<file path="src/rtl/seven_seg_pkg.sv">
// Shared constants and BCD-to-segment decode for the multiplexed 7-segment driver.
// Segment vectors are {a,b,c,d,e,f,g} with a in bit 6, active-high before polarity.
package seven_seg_pkg;

    localparam logic [6:0] SEG_OFF  = 7'b0000000;
    localparam logic [6:0] SEG_DASH = 7'b0000001;

    // Glyph table; non-decimal codes render as a dash so bad data is visible
    function automatic logic [6:0] bcd_to_seg(input logic [3:0] bcd);
        logic [6:0] seg;
        case (bcd)
            4'd0:    seg = 7'b1111110;
            4'd1:    seg = 7'b0110000;
            4'd2:    seg = 7'b1101101;
            4'd3:    seg = 7'b1111001;
            4'd4:    seg = 7'b0110011;
            4'd5:    seg = 7'b1011011;
            4'd6:    seg = 7'b1011111;
            4'd7:    seg = 7'b1110000;
            4'd8:    seg = 7'b1111111;
            4'd9:    seg = 7'b1110011;
            default: seg = SEG_DASH;
        endcase
        return seg;
    endfunction

endpackage

</file>
<file path="src/rtl/scan_timer.sv">
// Slot/digit scan timing: slot counter, digit index, frame boundary strobe,
// registered frame_done and the blink phase that toggles every BLINK_FRAMES frames.
module scan_timer
    import seven_seg_pkg::*;
#(
    parameter int unsigned NUM_DIGITS    = 4,
    parameter int unsigned REFRESH_COUNT = 10000,
    parameter int unsigned BLINK_FRAMES  = 64,
    parameter int unsigned CNT_W         = $clog2(REFRESH_COUNT),
    parameter int unsigned IDX_W         = $clog2(NUM_DIGITS)
) (
    input  logic             i_clk,
    input  logic             i_rst,
    output logic [CNT_W-1:0] o_cnt,
    output logic [IDX_W-1:0] o_idx,
    output logic             o_boundary_c,
    output logic             o_frame_done,
    output logic             o_blink_on
);

    localparam int unsigned FR_W = (BLINK_FRAMES > 1) ? $clog2(BLINK_FRAMES) : 1;

    logic [CNT_W-1:0] r_cnt;
    logic [IDX_W-1:0] r_idx;
    logic [FR_W-1:0]  r_fcnt;
    logic             r_frame_done;
    logic             r_blink_on;
    logic             w_cnt_tc;
    logic             w_boundary;

    assign w_cnt_tc   = (r_cnt == CNT_W'(REFRESH_COUNT - 1));
    assign w_boundary = w_cnt_tc && (r_idx == IDX_W'(NUM_DIGITS - 1));

    always_ff @(posedge i_clk or posedge i_rst) begin
        if (i_rst) begin
            r_cnt        <= '0;
            r_idx        <= '0;
            r_fcnt       <= '0;
            r_frame_done <= 1'b0;
            r_blink_on   <= 1'b1;
        end else begin
            r_frame_done <= w_boundary;
            if (w_cnt_tc) begin
                r_cnt <= '0;
                r_idx <= w_boundary ? '0 : r_idx + IDX_W'(1);
            end else begin
                r_cnt <= r_cnt + CNT_W'(1);
            end
            // Blink phase advances only on frame boundaries
            if (w_boundary) begin
                if (r_fcnt == FR_W'(BLINK_FRAMES - 1)) begin
                    r_fcnt     <= '0;
                    r_blink_on <= ~r_blink_on;
                end else begin
                    r_fcnt <= r_fcnt + FR_W'(1);
                end
            end
        end
    end

    assign o_cnt        = r_cnt;
    assign o_idx        = r_idx;
    assign o_boundary_c = w_boundary;
    assign o_frame_done = r_frame_done;
    assign o_blink_on   = r_blink_on;

endmodule

</file>
<file path="src/rtl/display_scan_controller.sv">
// Multiplexed 7-segment driver: frame-synchronous BCD update, anti-ghost blanking gap,
// leading-zero suppression, per-digit blink and configurable pin polarity.
module display_scan_controller
    import seven_seg_pkg::*;
#(
    parameter int unsigned NUM_DIGITS     = 4,
    parameter int unsigned REFRESH_COUNT  = 10000,
    parameter int unsigned BLANK_CYCLES   = 16,
    parameter int unsigned BLINK_FRAMES   = 64,
    parameter int unsigned SEG_ACTIVE_LOW = 0,
    parameter int unsigned SEL_ACTIVE_LOW = 1
) (
    input  logic                    clk,
    input  logic                    reset,
    input  logic [4*NUM_DIGITS-1:0] BCD_code,
    input  logic                    bcd_valid,
    input  logic                    lzb_en,
    input  logic [NUM_DIGITS-1:0]   blink_mask,
    output logic [6:0]              segments,
    output logic [NUM_DIGITS-1:0]   display_select,
    output logic                    frame_done
);

    localparam int unsigned CNT_W = $clog2(REFRESH_COUNT);
    localparam int unsigned IDX_W = $clog2(NUM_DIGITS);
    localparam int unsigned BCD_W = 4 * NUM_DIGITS;

    localparam logic [6:0] SEG_IDLE = (SEG_ACTIVE_LOW != 0) ? ~SEG_OFF : SEG_OFF;
    localparam logic [NUM_DIGITS-1:0] SEL_IDLE = (SEL_ACTIVE_LOW != 0) ? '1 : '0;

    logic [CNT_W-1:0]      w_cnt;
    logic [IDX_W-1:0]      w_idx;
    logic                  w_boundary;
    logic                  w_blink_on;

    logic [BCD_W-1:0]      r_pending;
    logic [BCD_W-1:0]      r_active;
    logic                  r_pending_vld;

    logic [NUM_DIGITS-1:0] w_lzb_blank;
    logic                  w_zero_above;
    logic [3:0]            w_digit;
    logic                  w_blank;
    logic [6:0]            w_seg;
    logic [NUM_DIGITS-1:0] w_sel;

    scan_timer #(
        .NUM_DIGITS    (NUM_DIGITS),
        .REFRESH_COUNT (REFRESH_COUNT),
        .BLINK_FRAMES  (BLINK_FRAMES),
        .CNT_W         (CNT_W),
        .IDX_W         (IDX_W)
    ) u_scan_timer (
        .i_clk        (clk),
        .i_rst        (reset),
        .o_cnt        (w_cnt),
        .o_idx        (w_idx),
        .o_boundary_c (w_boundary),
        .o_frame_done (frame_done),
        .o_blink_on   (w_blink_on)
    );

    // Shadow/active pair: the displayed value only ever changes at a frame boundary
    always_ff @(posedge clk or posedge reset) begin
        if (reset) begin
            r_pending     <= '0;
            r_active      <= '0;
            r_pending_vld <= 1'b0;
        end else if (w_boundary) begin
            r_pending_vld <= 1'b0;
            if (bcd_valid) begin
                r_active <= BCD_code;
            end else if (r_pending_vld) begin
                r_active <= r_pending;
            end
        end else if (bcd_valid) begin
            r_pending     <= BCD_code;
            r_pending_vld <= 1'b1;
        end
    end

    // Digit i is a leading zero when it and every more significant digit are zero
    always_comb begin
        w_lzb_blank  = '0;
        w_zero_above = 1'b1;
        for (int i = int'(NUM_DIGITS) - 1; i >= 1; i--) begin
            w_zero_above   = w_zero_above && (r_active[4*i +: 4] == 4'd0);
            w_lzb_blank[i] = lzb_en && w_zero_above;
        end
    end

    always_comb begin
        w_digit = 4'd0;
        w_blank = 1'b0;
        for (int i = 0; i < int'(NUM_DIGITS); i++) begin
            if (w_idx == IDX_W'(i)) begin
                w_digit = r_active[4*i +: 4];
                w_blank = w_lzb_blank[i] || (blink_mask[i] && !w_blink_on);
            end
        end
    end

    // Selects stay inactive during the gap at each slot start to avoid ghosting
    always_comb begin
        w_seg = SEG_OFF;
        w_sel = '0;
        if (w_cnt >= CNT_W'(BLANK_CYCLES)) begin
            w_sel = NUM_DIGITS'(1) << w_idx;
            if (!w_blank) begin
                w_seg = bcd_to_seg(w_digit);
            end
        end
    end

    always_ff @(posedge clk or posedge reset) begin
        if (reset) begin
            segments       <= SEG_IDLE;
            display_select <= SEL_IDLE;
        end else begin
            segments       <= (SEG_ACTIVE_LOW != 0) ? ~w_seg : w_seg;
            display_select <= (SEL_ACTIVE_LOW != 0) ? ~w_sel : w_sel;
        end
    end

endmodule

</file>
<file path="config.mk">
export PLATFORM = sky130hd
export DESIGN_NAME = display_scan_controller
export DESIGN_NICKNAME = d
export VERILOG_FILES = /design/src/rtl/seven_seg_pkg.sv /design/src/rtl/scan_timer.sv /design/src/rtl/display_scan_controller.sv
export SDC_FILE = /design/constraint.sdc
export NUM_CORES = 1
export LEC_CHECK = 0
export ABC_AREA = 1
export CORE_UTILIZATION = 53
export CTS_BUF_LIST = sky130_fd_sc_hd__clkbuf_4 sky130_fd_sc_hd__clkbuf_8
export CTS_CLUSTER_SIZE = 40
export DETAILED_ROUTE_END_ITERATION = 6
export MAX_ROUTING_LAYER = met4
export PLACE_DENSITY = 0.78
export SLEW_MARGIN = 0
export SYNTH_ARGS = -nofsm -noshare
export SYNTH_HDL_FRONTEND = slang
export SYNTH_SLANG_ARGS = --single-unit
export TNS_END_PERCENT = 100
</file>
<file path="constraint.sdc">
create_clock -name clk -period 2 [get_ports clk]
set_input_delay 0.4 -clock clk [delete_from_list [all_inputs] [get_ports clk]]
set_output_delay 0.4 -clock clk [all_outputs]
set_load 0.05 [all_outputs]
</file>
Word-level counts from Yosys, hierarchy flattened
Memories as Yosys holds them, arrays and structs flattened. Cells that the tools add are included.

Register bits: 68. Latch bits: 0. Memory bits (writable): 0. ROM bits: 112. Input bits: 24. Output and inout bits: 12. Word-level logic and storage cells: 65. Memories kept: 1.

Add/subtract/negate cells: 3. Multiply operators: 0. Divide/modulo/power cells: 0. Order comparisons: 1. Equality and inequality tests: 5. Shifts and indexed selects: 1. Multiplexer cells: 18. Bitwise operators: 3. Reductions and logical operators: 23.

Memories: (name not given) (depth 16, bits a word 7, read ports 1, clocked after Yosys merged registers in 0, write ports 0, RTL line seven_seg_pkg.sv:11) `case (bcd)`.

Operators with widths (number): 2-to-1 mux 16 bit (2); 2-to-1 mux 4 bit (5); adder 14 x 1 -> 14 bit (second input constant) (1); == test 14 bit (second input constant) (1); greater-or-equal comparator 14 x 5 -> 1 bit (second input constant) (1); 2-to-1 mux 14 bit (1); 2-to-1 mux 7 bit (2); zero test 4 bit (3); logical AND 1 bit (10); adder 6 x 1 -> 6 bit (second input constant) (1); == test 6 bit (second input constant) (1); 2-to-1 mux 1 bit (6); 2-to-1 mux 6 bit (1); AND reduction 2 bit (3); == test 2 bit (second input constant) (2); NOT 4 bit (1); nonzero test 2 bit (2); << shifter 1 x 2 -> 4 bit (first input constant) (1); logical OR 1 bit (3); adder 2 x 1 -> 2 bit (second input constant) (1); == test 2 x 1 -> 1 bit (second input constant) (1); zero test 2 bit (1); 2-to-1 mux 2 bit (1); NOT 1 bit (2); zero test 1 bit (1).

Longest topological paths before layout
Depth in word-level cells: 10. Mapped depth: 16. Mapped depth without buffers: 15.

Modules after synthesis
From an unflattened synthesis, not the netlist that was laid out.

Cells, all modules: 424. Area, all modules: 3626.0 µm².

By module, submodules not included: display_scan_controller (times used 1, cells each 261, area an instance 2263.4 µm², seq. area each 1106.1 µm²); scan_timer (times used 1, cells each 163, area an instance 1362.6 µm², seq. area each 601.8 µm²).

Worst setup path before layout
No wires, ideal clock.

Path kind: reg2reg. Start: register u_scan_timer.r_idx[0] (netlist: u_scan_timer.o_idx[0]). End: register segments[3]. Setup time: 72 ps. Arrival time: 1792 ps. Data required time: 1928 ps. Slack: 136 ps. Cell stages (with the launch flop): 14. Path buffers: 1. Clock period less this slack: 1864 ps. Cells stage by stage: dfrtp_1 -> ha_1 -> buf_2 -> inv_1 -> nand3_1 -> nand2_1 -> nand2_1 -> nand2_1 -> nand2_1 -> ha_1 -> nand3b_1 -> nand3_1 -> nand2_1 -> nor2_1.

Word-level cells in the longest chain between the ends: 8. Elaborated cells between the ends (all ways): 15. Classes of those cells: 3 x eq/ne; 10 x mux; 1 x reduce/logical; 1 x memory.

Ends and longest elaborated chain: from (decl) (RTL line scan_timer.sv:24) `logic [IDX_W-1:0] r_idx;`; from (signal assigned) (RTL line scan_timer.sv:45) `r_idx <= w_boundary ? '0 : r_idx + IDX_W'(1);`; zero test 2 bit (RTL line display_scan_controller.sv:96) `if (w_idx == IDX_W'(i)) begin`; 2-to-1 mux 4 bit (4 in series) (RTL line display_scan_controller.sv:96); memory (16 x 7 bit); 2-to-1 mux 7 bit * (RTL line display_scan_controller.sv:109) `if (!w_blank) begin`; 2-to-1 mux 7 bit * (RTL line display_scan_controller.sv:107) `if (w_cnt >= CNT_W'(BLANK_CYCLES)) begin`; named net w_seg[3] (RTL line display_scan_controller.sv:44) `logic [6:0] w_seg;`; to (signal assigned) (RTL line display_scan_controller.sv:120) `segments <= (SEG_ACTIVE_LOW != 0) ? ~w_seg : w_seg;`; to (decl) (RTL line display_scan_controller.sv:19) `output logic [6:0] segments,`.

The timed path passes the listed nets; every way through them passes the cells marked *. A chain may end at the register's enable or synchronous reset.

Worst setup path in the final report
Same ends and word-level chain as after synthesis.

==> flow_metrics.py <==
metrics = {
    "routing": {
        "first_pass_iters": 7,
        "antenna_left": 0,
        "wirelength_um": 7160,
        "via_count": 2888,
        "drc": 3,
        "via_per_inst": 5.08,
        "drt_iter0_drc": 156,
        "wl_per_cell_um": 12.6,
    },
    "flow_run": {
        "maxCapViolations": 0,
    },
    "grt": {
        "met1_usage": 0.293,
        "use_met3": 0.0472,
        "grtUsageMet2": 0.325,
        "antenna_found_initial": 0,
        "grt_max_degree": 69,
        "grt.busiest_layer": "met2",
        "grt_pass1_wl_um": 12000,
        "grt_use_total": 0.220,
        "overflow": 0,
        "grt_pass1_vias": 2643,
    },
    "synth": {
        "yosysTopAreaCellShare": 0.436,
        "synth-edff-count": 0,
        "postSynthCellCount": 440,
        "yosysWarnings": 0,
        "synth_nets": 476,
        "synth_ff_type": "dfrtp_1",
        "synth-xor-area-share": 0.0339,
        "async_flop_share": 1.00,
        "syn_area_sq_um": 3620,
        "synth_top_area_cell": "dfrtp_1",
        "synth_area_per_cell_sq_um": 8.22,
        "synthMuxAreaShare": 0,
        "synth-seq-cells": 68,
        "synth_fa_ha_area_frac": 0.0415,
        "synth_seq_area_share": 0.472,
        "yosysUniqueCellTypes": 34,
        "yosys-top-cells-area": "dfrtp_1, nand2_1, o21ai_0",
        "synthSimpleGateAreaFrac": 0.253,
        "synth_compound_area_frac": 0.115,
        "synth_top_family_by_area": "simple AND/OR/NAND/NOR gates",
    },
    "timing": {
        "slew_headroom": 0.670,
        "tightest_slew_ps": 494,
        "finalHoldViolCount": 0,
        "rsz0062_at_grt": "yes",
        "drv_slew": 0,
        "setup_viol": 0,
        "fmax_mhz": 512,
        "fin_worst_skew_ps": 9.67,
        "layout_min_cycle_time_ps": 1950,
        "period_share": 0.976,
    },
    "final_layout": {
        "nFillCells": 539,
        "final_common_cell": "nand2_1",
        "final_cell_area_sq_um": 4390,
        "stdcell_count": 569,
        "drive_gt1_frac": 0.185,
        "mostFrequentLayoutCells": "nand2_1, dfrtp_1, inv_1",
        "nets": 523,
        "area_growth_pct": 21.3,
        "n_antenna_cell": 0,
    },
    "floorplan": {
        "core-area_sq_um": 6460,
        "boundaryPins": 36,
        "rows": 29,
        "initial_core_util": 0.560,
        "die_x_um": 84.6,
        "fp.dieArea_sq_um": 7160,
        "die_y_um": 84.6,
    },
    "power_and_ir_drop": {
        "power_w": 0.00296,
        "powerDensity_nw_per_um2": 675,
        "p_leak_nw": 2.20,
        "max-vdd-ir-drop_v": 0.000459,
    },
    "clock_network": {
        "cts_tree": "done",
        "cts-root-buf": "clkbuf_8",
        "clock-sinks": 68,
        "cts_hold_buf": 0,
        "clk_pin_slew_ps": 70,
        "htreeDepth": 3,
        "cts_buffer_depth": 2,
        "clk_latency_ps": 350,
        "cts_buffers": 9,
    },
    "hold_path": {
        "worst_hold_path_type": "reg2reg",
        "whs_endpoint": "r_pending[2]",
        "whs_path_depth": 2,
        "min_from": "r_pending[2]",
    },
    "placement": {
        "placed_area_sq_um": 4080,
        "placed_cells": 550,
        "portBuffers": 35,
        "dp_hpwl_um": 4890,
        "globalplace.congestion": 0.917,
    },
    "critical_path": {
        "crit_fanout": 5,
        "setup.worst_path.class": "reg2reg",
        "required_ps": 2270,
        "end_kind": "register",
        "r2r_start": "u_scan_timer.o_idx[0]",
        "r2r_slack_ps": 50,
        "cp-start-kind": "register",
        "rr_endpoint": "segments[3]",
        "r2r_cells": 11,
        "arrival_ps": 2230,
    },
    "outcome": {
        "outcome": "complete, but fails checks",
        "violations": "design-rule violations",
    },
}
[cell families (layout without fill, tap and decap cells)]
family | after synthesis | count (layout)
flops | 68 | 68
xor+xnor | 14 | 14
fa+ha+maj | 12 | 12
compound gates | 70 | 70
buf+inv | 69 | 121
simple gates | 207 | 207
[report_power, final]
group	internal, W	switching, W	leakage [nW]
Combinational	0.000134	0.000196	1.23
Clock	0.000653	0.000512	0.106
Sequential	0.00143	0.0000321	0.857
[worst max-delay path by stage]
stage	slack, ps	cells after the start	end	start
6_report	50	11	segments[3]	u_scan_timer.o_idx[0]
5_1_grt	-90	14	segments[6]	u_scan_timer.o_idx[0]
4_1_cts	20	10	r_active[6]	u_scan_timer.o_cnt[0]
3_5_place_dp	-60	13	segments[2]	u_scan_timer.o_idx[1]
3_3_place_gp	-0.1	13	segments[2]	u_scan_timer.o_idx[1]
2_1_floorplan	140	13	segments[3]	u_scan_timer.o_idx[0]
[registers in the layout, summed over array words and instances, names as in the netlist]
signal,count
display_select,4
r_pending,16
segments,7
u_scan_timer.o_cnt,14
u_scan_timer.r_fcnt,6
r_active,16
u_scan_timer.o_frame_done,1
u_scan_timer.o_blink_on,1
u_scan_timer.o_idx,2
r_pending_vld,1
[synthesized netlist by cell type (3+ instances only)]
| cell type | instances |
|---|---|
| a21oi_1 | 11 |
| nand4_1 | 4 |
| nand2_1 | 115 |
| or2_2 | 3 |
| nor2_1 | 31 |
| inv_1 | 52 |
| dfstp_2 | 5 |
| nand2_2 | 8 |
| ha_1 | 12 |
| dfrtp_1 | 63 |
| o21ai_2 | 16 |
| clkbuf_1 | 4 |
| buf_2 | 4 |
| xnor2_1 | 3 |
| xor2_1 | 11 |
| nor3_1 | 4 |
| buf_6 | 4 |
| nand3_1 | 32 |
| o21ai_0 | 39 |
[critical path, stage by stage (launching register included)]
cell and delay [ps]:
dfrtp_2 470, ha_4 200, buf_4 160, a21oi_2 120, nand2_1 60, nand2_1 70, nand2_2 90, ha_1 280
nand3b_1 190, nand3_1 90, nand2_1 60, nor2_1 80
[timing repair]
item | in CTS | in global routing
buffers inserted | 0 | 3
pin swaps | 0 | 5
endpoints found under the hold margin | 0 | 0
setup endpoints to repair | 5 | 23
resized for setup | 5 | 18
[final cells by class]
cell class              instances  area (sq um)  share of cell area
repair buffers                 50           478               0.109
clock inverters                 4          47.5              0.0108
inverters                      55           216              0.0494
flip-flops and latches         68          1710               0.390
clock buffers                  12           159              0.0362
well taps                      77          96.3              0.0220
multi-input cells             303          1680               0.383
[layer usage]
| metal | vias up | part of all wire |
|---|---|---|
| met1 | 1334 | 0.48 |
| met2 | 59 | 0.46 |
| met5 | - | 0 |
| met3 | 13 | 0.037 |
| met4 | 0 | 0.021 |
| li1 | 1482 | - |
[per-stage QoR]
| step | utilization | hold slack [ps] | setup TNS (ps) | worst slack, ps |
|---|---|---|---|---|
| CTS | 0.665 | 486 | 0 | 23.5 |
| global route | 0.679 | 511 | -285 | -94.4 |
| detailed placement | 0.631 | 469 | -116 | -63.0 |
| finish | 0.679 | 480 | 0 | 47.6 |
| floorplan | - | 448 | 0 | 136 |
| global placement | 0.631 | 461 | -0.104 | -0.104 |
(Power assumes the default switching activity.)
